<file path="config.mk">
export PLATFORM = sky130hd
export DESIGN_NAME = imm_extend_pipe_flat
export DESIGN_NICKNAME = d
export VERILOG_FILES = /design/src/rtl/imm_extend_pipe_if.sv /design/src/rtl/imm_extend_pipe.sv /design/src/flat_wrapper.sv
export SDC_FILE = /design/constraint.sdc
export NUM_CORES = 1
export LEC_CHECK = 0
export ABC_CLOCK_PERIOD_IN_PS = 1500
export BUFFER_PORTS_ARGS = -buffer_cell sky130_fd_sc_hd__clkbuf_2
export CORE_MARGIN = 1
export CORE_UTILIZATION = 40
export DETAILED_ROUTE_END_ITERATION = 12
export GPL_ROUTABILITY_DRIVEN = 0
export GPL_TIMING_DRIVEN = 0
export PLACE_DENSITY = 0.69
export REMOVE_ABC_BUFFERS = 1
export SYNTH_ARGS = -nofsm -noshare
export SYNTH_HDL_FRONTEND = slang
export SYNTH_SLANG_ARGS = --single-unit
</file>
<file path="constraint.sdc">
create_clock -name CLK -period 1.5 [get_ports CLK]
set_input_delay 0.225 -clock CLK [delete_from_list [all_inputs] [get_ports CLK]]
set_output_delay 0.225 -clock CLK [all_outputs]
set_load 0.005 [all_outputs]
</file>
<file path="src/rtl/imm_extend_pipe_if.sv">
// Handshake bundle for imm_extend_pipe: instruction/format in, extended immediate out.
interface imm_extend_pipe_if #(
  parameter int DATA_W = 64
);
  logic              in_valid;
  logic              in_ready;
  logic [31:0]       Instr;
  logic [2:0]        Ctrl;
  logic              out_valid;
  logic              out_ready;
  logic [DATA_W-1:0] BusImm;
  logic              ImmErr;
  logic [7:0]        ErrCount;

  modport master (
    output in_valid, Instr, Ctrl, out_ready,
    input  in_ready, out_valid, BusImm, ImmErr, ErrCount
  );

  modport slave (
    input  in_valid, Instr, Ctrl, out_ready,
    output in_ready, out_valid, BusImm, ImmErr, ErrCount
  );
endinterface

</file>
<file path="src/rtl/imm_extend_pipe.sv">
// A64 immediate extraction/extension with a one-cycle output register and a skid buffer,
// so in_ready is registered and never depends combinationally on out_ready.
module imm_extend_pipe #(
  parameter int DATA_W   = 64,
  parameter int BR_SCALE = 1
) (
  input logic              CLK,
  input logic              Reset_n,
  imm_extend_pipe_if.slave bus
);

  if (!(DATA_W == 32 || DATA_W == 64)) begin : g_bad_data_w
    $error("imm_extend_pipe: DATA_W must be 32 or 64");
  end

  // Returns {err, imm64}; imm64 is the full 64-bit result before truncation to DATA_W.
  function automatic logic [64:0] extend_f(input logic [31:0] instr, input logic [2:0] ctrl);
    logic [63:0] v;
    logic        e;
    v = 64'd0;
    e = 1'b0;
    case (ctrl)
      3'b000: v = instr[22] ? {40'd0, instr[21:10], 12'd0} : {52'd0, instr[21:10]};
      3'b001: v = {{55{instr[20]}}, instr[20:12]};
      3'b010: v = {{38{instr[25]}}, instr[25:0]} << ((BR_SCALE != 0) ? 6'd2 : 6'd0);
      3'b011: v = {{45{instr[23]}}, instr[23:5]} << ((BR_SCALE != 0) ? 6'd2 : 6'd0);
      3'b100: begin
        if ((DATA_W == 32) && instr[22]) begin
          v = 64'd0;
          e = 1'b1;
        end else begin
          v = {48'd0, instr[20:5]} << {instr[22:21], 4'd0};
        end
      end
      3'b101: v = {{43{instr[23]}}, instr[23:5], instr[30:29]};
      3'b110: v = {{43{instr[23]}}, instr[23:5], instr[30:29]} << 6'd12;
      default: begin
        v = 64'd0;
        e = 1'b1;
      end
    endcase
    return {e, v};
  endfunction

  logic [64:0]       ext_s;
  logic [DATA_W-1:0] new_imm_s;
  logic              new_err_s;
  logic              accept_s;
  logic              drain_s;

  logic              out_valid_q, out_valid_d;
  logic [DATA_W-1:0] out_imm_q,   out_imm_d;
  logic              out_err_q,   out_err_d;
  logic              skid_valid_q, skid_valid_d;
  logic [DATA_W-1:0] skid_imm_q,  skid_imm_d;
  logic              skid_err_q,  skid_err_d;
  logic              in_ready_q,  in_ready_d;
  logic [7:0]        err_cnt_q,   err_cnt_d;

  assign ext_s     = extend_f(bus.Instr, bus.Ctrl);
  assign new_imm_s = ext_s[DATA_W-1:0];
  assign new_err_s = ext_s[64];
  assign accept_s  = bus.in_valid & in_ready_q;
  assign drain_s   = out_valid_q & bus.out_ready;

  always_comb begin
    out_valid_d  = out_valid_q;
    out_imm_d    = out_imm_q;
    out_err_d    = out_err_q;
    skid_valid_d = skid_valid_q;
    skid_imm_d   = skid_imm_q;
    skid_err_d   = skid_err_q;
    // Output slot free this edge: refill from skid first to keep acceptance order.
    if (!out_valid_q || drain_s) begin
      if (skid_valid_q) begin
        out_valid_d  = 1'b1;
        out_imm_d    = skid_imm_q;
        out_err_d    = skid_err_q;
        skid_valid_d = 1'b0;
      end else if (accept_s) begin
        out_valid_d = 1'b1;
        out_imm_d   = new_imm_s;
        out_err_d   = new_err_s;
      end else begin
        out_valid_d = 1'b0;
      end
    end else if (accept_s) begin
      skid_valid_d = 1'b1;
      skid_imm_d   = new_imm_s;
      skid_err_d   = new_err_s;
    end else begin
      skid_valid_d = skid_valid_q;
    end
    in_ready_d = ~skid_valid_d;
    if (accept_s && new_err_s && (err_cnt_q != 8'hFF)) begin
      err_cnt_d = err_cnt_q + 8'd1;
    end else begin
      err_cnt_d = err_cnt_q;
    end
  end

  always_ff @(posedge CLK) begin
    if (!Reset_n) begin
      out_valid_q  <= 1'b0;
      out_imm_q    <= '0;
      out_err_q    <= 1'b0;
      skid_valid_q <= 1'b0;
      skid_imm_q   <= '0;
      skid_err_q   <= 1'b0;
      in_ready_q   <= 1'b0;
      err_cnt_q    <= 8'd0;
    end else begin
      out_valid_q  <= out_valid_d;
      out_imm_q    <= out_imm_d;
      out_err_q    <= out_err_d;
      skid_valid_q <= skid_valid_d;
      skid_imm_q   <= skid_imm_d;
      skid_err_q   <= skid_err_d;
      in_ready_q   <= in_ready_d;
      err_cnt_q    <= err_cnt_d;
    end
  end

  assign bus.in_ready  = in_ready_q;
  assign bus.out_valid = out_valid_q;
  assign bus.BusImm    = out_imm_q;
  assign bus.ImmErr    = out_err_q;
  assign bus.ErrCount  = err_cnt_q;

endmodule

</file>
<file path="src/flat_wrapper.sv">
// flat-port wrapper written by rule: the top's interface ports become plain ports
module imm_extend_pipe_flat 
#(
  parameter int DATA_W   = 64,
  parameter int BR_SCALE = 1
)
  (CLK, Reset_n, bus_in_valid, bus_Instr, bus_Ctrl, bus_out_ready, bus_in_ready, bus_out_valid, bus_BusImm, bus_ImmErr, bus_ErrCount);
  imm_extend_pipe_if #(.DATA_W(DATA_W)) bus_i ();
  input logic CLK;
  input logic Reset_n;
  input wire logic [$bits(bus_i.in_valid)-1:0] bus_in_valid;
  input wire logic [$bits(bus_i.Instr)-1:0] bus_Instr;
  input wire logic [$bits(bus_i.Ctrl)-1:0] bus_Ctrl;
  input wire logic [$bits(bus_i.out_ready)-1:0] bus_out_ready;
  output wire logic [$bits(bus_i.in_ready)-1:0] bus_in_ready;
  output wire logic [$bits(bus_i.out_valid)-1:0] bus_out_valid;
  output wire logic [$bits(bus_i.BusImm)-1:0] bus_BusImm;
  output wire logic [$bits(bus_i.ImmErr)-1:0] bus_ImmErr;
  output wire logic [$bits(bus_i.ErrCount)-1:0] bus_ErrCount;
  assign bus_i.in_valid = bus_in_valid;
  assign bus_i.Instr = bus_Instr;
  assign bus_i.Ctrl = bus_Ctrl;
  assign bus_i.out_ready = bus_out_ready;
  assign bus_in_ready = bus_i.in_ready;
  assign bus_out_valid = bus_i.out_valid;
  assign bus_BusImm = bus_i.BusImm;
  assign bus_ImmErr = bus_i.ImmErr;
  assign bus_ErrCount = bus_i.ErrCount;
  imm_extend_pipe #(.DATA_W(DATA_W), .BR_SCALE(BR_SCALE)) u_core (.CLK(CLK), .Reset_n(Reset_n), .bus(bus_i));
endmodule
</file>
# Word level (Yosys, flattened, before mapping)
# Index checks and enable logic that the tools add are counted.
# word_totals
ff_bits	141
latch_bits	0
ramBits	0
mem_bits_ro	0
out_inout_bits	75
mem_count	0
# op_classes
addsub	1
n_mul	0
n_div	0
magnitude_cmp	0
n_eq_ne	7
shifts	1
n_mux	11
n_bitwise	4
reduce_logical	9
# op_table
operator	count
$pmux W64 S7	1
$mux W64	2
$shl A16 B6 Y64	1
$mux W24	1
$eq A3 B3 Y1 const B	3
$add A8 B1 Y8 const B	1
$ne A8 B8 Y1 const B	1
$mux W1	7
$reduce_or A7 Y1	1
$eq A3 B2 Y1 const B	2
$reduce_and A2 Y1	2
$eq A3 B1 Y1 const B	1
$logic_not A3 Y1	1
$and A1 B1 Y1	2
$logic_and A1 B1 Y1	2
$not A1 Y1	2
$reduce_bool A2 Y1	1
$logic_not A1 Y1	1
$logic_or A1 B1 Y1	1

# Longest topological paths before layout
# depth
word_depth	5
mapped_depth	8
mapped_depth_nobuf	5

# Least setup slack after synthesis
# No wires, ideal clock.
# synth_timing
path_kind	flip-flop to flip-flop
start	register u_core.err_cnt_q[0], in the netlist u_core.bus.ErrCount[0]
end	register u_core.err_cnt_q[6], in the netlist u_core.bus.ErrCount[6]
setup_ns	0.070
t_arrival_ns	1.429
t_required_ns	1.430
slack_ns	0.000
path_stages_with_launch	6
path_buffers	0
cell_sequence	dfxtp_1 > ha_1 > nand4_1 > o2111ai_4 > or4_1 > a21oi_1
# synth_via
elab_chain_len	2
# synth_rtl
item	line_no	text
from (decl)	imm_extend_pipe.sv:58	logic [7:0] err_cnt_q, err_cnt_d;
from (signal assigned)	imm_extend_pipe.sv:120	err_cnt_q <= err_cnt_d;
branches (longest 2 deep; another with $add A8 B1 Y8)	-	
# Parallel ways; which one is timed is not known.
# A chain may end at the register's enable or synchronous reset.

# Worst setup path after layout
# layout_timing
start	register u_core.in_ready_q, in the netlist u_core.bus.in_ready
end	register u_core.out_imm_q[8], in the netlist u_core.bus.BusImm[8]
# layout_via
elab_chain_len	3
# layout_rtl
item	line_no	text
from (decl)	imm_extend_pipe.sv:57	logic in_ready_q, in_ready_d;
from (signal assigned)	imm_extend_pipe.sv:119	in_ready_q <= in_ready_d;
$and A1 B1 Y1	imm_extend_pipe.sv:63	assign accept_s = bus.in_valid & in_ready_q;
$reduce_bool A2 Y1 (no line)	-	
$reduce_and A2 Y1 (no line)	-	
to (signal assigned)	imm_extend_pipe.sv:114	out_imm_q <= out_imm_d;
to (decl)	imm_extend_pipe.sv:52	logic [DATA_W-1:0] out_imm_q, out_imm_d;
# No other way between the ends.

==> out/metrics.cfg <==
[power_and_ir_drop]
cell_internal_pwr_w = 0.00746
power.share.clock_pct = 45.5
pwr-share-seq_pct = 38.6
irDropWorstVdd_mv = 0.774
pwr_density_cell_nw_per_um2 = 1040
leakagePower_nw = 3.78
comb_power_share_pct = 15.8
switching_power_w = 0.00270
switching_share_pct = 26.6

[sta]
rsz0062_at_grt = true
whs_ns = 0.237
period_minus_slack_ns = 1.53
slew_headroom_pct = 45.2
tightest_slew_ns = 0.811
hold_viol_final = 0
fin_crit_sh_pct = 102
max_freq_ghz = 0.655
fin_skew_ns = 0.00914
final_max_slew_viol_count = 0
setup_viol_count_final = 11
fin_ws_ns = -0.0261

[place]
io_buffers = 109
dp_hpwl_um = 13700
dpl_cell_area_sq_um = 8010
post-place-cells = 1088

[hold_path]
whs_path_depth = 3
worstHoldPathType = in2reg
hp-start = bus_Ctrl[0]
hold_end = u_core.skid_imm_q[21]$_SDFFE_PN0P_

[synthesis]
synth_top_area_share_pct = 37.6
synth_area_leader_cell = dfxtp_1
ys_async_sr_fraction_pct = 0
synth_sequential_area_ratio_pct = 37.6
synthTopCellsByArea = dfxtp_1 (38%), a21oi_1 (7.1%), a221oi_2 (5.2%), and3_1 (4.3%), o22ai_1 (3.9%)
synth_ff_type = dfxtp_1
synthCells = 846
syn_area_sq_um = 7520
avgSynthCellArea_sq_um = 8.88
synth_cell_type_count = 72
synth_warnings = 0
yosys_register_bits = 141
synth_edf_count = 0

[final_layout]
multi_input_area_sq_um = 4590
fin_nets = 974
n_antenna_cell = 0
register_area_sq_um = 2840
drive_gt1_share_pct = 32.3
fin_cells = 1176
syn2layout_area_growth_pct = 29.7
nFillCells = 1573
stdcell_area_sq_um = 9750

[detailed_routing]
ant_nets = 0
firstDrtPassIters = 10
dr_total_vias = 7802
routed_wl_um = 27500
via_per_inst = 6.63
drt_drc_violations_left = 7
drt_first_iter_violations = 1133
detail_route.wl_per_cell_um = 23.4

[critical_path]
cp-end-kind = register
crit_chain = a21oi_4 -> buf_4 -> nor3_4 -> buf_4 -> nand2_8 -> o22ai_1
cp_num_buf_inv = 2
cp.arrival_ns = 1.87
path_class = reg2reg
slowest_delay_ns = 0.42
critPathRequiredTime_ns = 1.85
critical_path.startpoint_type = register
worstRegToRegCells = 6
crit_fanout = 21
r2r_end = u_core.bus.BusImm[8]$_SDFFE_PN0P_
r2r_setup_slack_ns = -0.03
critical-path-top-delay-family = flip-flops
slowest_stage = dfxtp_4
crit_top_cell = buf_4
rr_startpoint = u_core.bus.in_ready$_SDFF_PN0_
startpoint = u_core.bus.in_ready$_SDFF_PN0_

[floorplanning]
floorplan.die_area_sq_um = 19300
start_util_pct = 41.3
die_y_um = 139
row_count = 49
core-area_sq_um = 18200
fp.dieW_um = 139
io_pins = 114

[clock_network]
clkTransAtPathRegs_ns = 0.06
clock_sinks = 141
cts_tree = yes
ctsRootBufferMaster = clkbuf_16
clockBufferDepth = 2
insertion_delay_ns = 0.43
cts_buffers = 17
htree_num_levels = 4

[grt]
grt_start_max_net_pins = 63
grt_pass1_vias = 6931
grt_usage_pct = 27.2
overflow = 0
grt_pass1_wl_um = 41100
antenna_found_initial = 0

[status]
status = finished with violations
violations = DRC, setup timing

[job]
max_cap_viol_count = 0

-- how the worst max path moves through the flow --
stage | endpoint | slack, ns | depth (start not counted)
detailed placement | u_core.skid_imm_q[48]$_SDFFE_PN0P_ | -1.97 | 5
global placement | u_core.skid_imm_q[41]$_SDFFE_PN0P_ | -5.28 | 5
floorplan | u_core.skid_imm_q[35]$_SDFFE_PN0P_ | -2.73 | 4
CTS | u_core.bus.BusImm[26]$_SDFFE_PN0P_ | -0.01 | 4
global route | u_core.bus.ErrCount[1]$_SDFFE_PN0P_ | -0.08 | 6
finish | u_core.bus.BusImm[8]$_SDFFE_PN0P_ | -0.03 | 6
-- power by group through the flow --
| stage | Combinational, W | Clock, W | Sequential [W] |
|---|---|---|---|
| 2_1_floorplan | 0.000670 | 0 | 0.00400 |
| 3_3_place_gp | 0.00120 | 0 | 0.00400 |
| 3_5_place_dp | 0.00126 | 0 | 0.00400 |
| 4_1_cts | 0.00146 | 0.00466 | 0.00392 |
| 5_1_grt | 0.00169 | 0.00482 | 0.00394 |
| 6_report | 0.00161 | 0.00462 | 0.00393 |
-- routing by layer --
layer	vias to the layer above	wire length [um]	track usage [%]
li1	3475	-	-
met1	3788	11300	37.0
met2	470	12500	42.0
met3	69	3030	6.39
met4	0	747	9.82
met5	-	0	0
-- tightest hold or removal path: stages --
cell	delay, ns
buf_12	0.16
nand2_1	0.13
a31oi_1	0.08
-- per-stage QoR --
stage / utilization, % / power, W / TNS [ns] / setup WS [ns]
2_1_floorplan: - / 0.00467 / -241.38 / -2.73
3_3_place_gp: 42.8 / 0.00521 / -556.08 / -5.28
3_5_place_dp: 44.0 / 0.00526 / -203.79 / -1.97
4_1_cts: 51.7 / 0.0100 / -0.0253 / -0.0113
5_1_grt: 53.5 / 0.0104 / -1.23 / -0.0825
6_report: 53.5 / 0.0102 / -0.0770 / -0.0261
-- area by class of cell --
type	count	share of cell area [%]
sequential	141	29.1
clock buffer	23	5.01
tap	229	2.94
timing repair buffer	164	13.7
inverter	14	0.616
clock inverter	9	1.62
multi-input combinational	596	47.0
-- cells by family after synthesis --
group                    synth area share [%]
adder cells (fa/ha/maj)                 0.166
buffers and inverters                    7.97
XOR/XNOR                                0.233
flip-flops                               37.6
AND/OR/NAND/NOR                          15.7
multiplexers                             3.75
AO/OA/AOI/OAI                            34.6
-- cells in the mapped netlist (10+ instances only) --
| cell type | number |
|---|---|
| a21oi_1 | 106 |
| a221oi_1 | 17 |
| a221oi_2 | 26 |
| a311oi_1 | 10 |
| and3_1 | 52 |
| buf_2 | 37 |
| buf_4 | 13 |
| clkbuf_1 | 42 |
| dfxtp_1 | 141 |
| inv_1 | 11 |
| mux2i_1 | 18 |
| nand2_1 | 21 |
| nand3_1 | 22 |
| nor2_1 | 25 |
| nor3_1 | 13 |
| o21ai_0 | 58 |
| o22ai_1 | 47 |
| o2bb2ai_1 | 30 |
| o31ai_1 | 10 |
-- state kept, by name, summed over array words and instances (netlist names) --
register,count
u_core.skid_err_q,1
u_core.bus.in_ready,1
u_core.bus.BusImm,64
u_core.skid_imm_q,64
u_core.bus.ErrCount,8
u_core.bus.ImmErr,1
u_core.skid_valid_q,1
u_core.bus.out_valid,1
-- cell usage in the layout (no fill, tap or decap), types with 10 or more instances in the layout --
cell type  synthesis  layout
a221oi_2          26      31
o2bb2ai_1         30      30
nor3_1            13      12
a21oi_1          106      98
clkbuf_2           1     104
buf_12             0      12
clkbuf_16          0      20
and3_1            52      50
nand2_1           21      19
buf_4             13      35
a221oi_1          17      12
inv_1             11      11
dfxtp_1          141     135
nand3_1           22      21
nor2_1            25      23
o21ai_0           58      58
o22ai_1           47      39
mux2i_1           18      17
o31ai_1           10      10
a311oi_1          10      10
-- what timing repair did --
action | CTS | global route
cloned | 13 | 1
setup buffers | 30 | 13
hold endpoints to repair | 0 | 0
pin swaps | 11 | 11
resized for setup | 63 | 38
hold buffers | 0 | 0
endpoints found under the setup margin | 141 | 66
No activity file was read; power rests on OpenSTA's default activity.
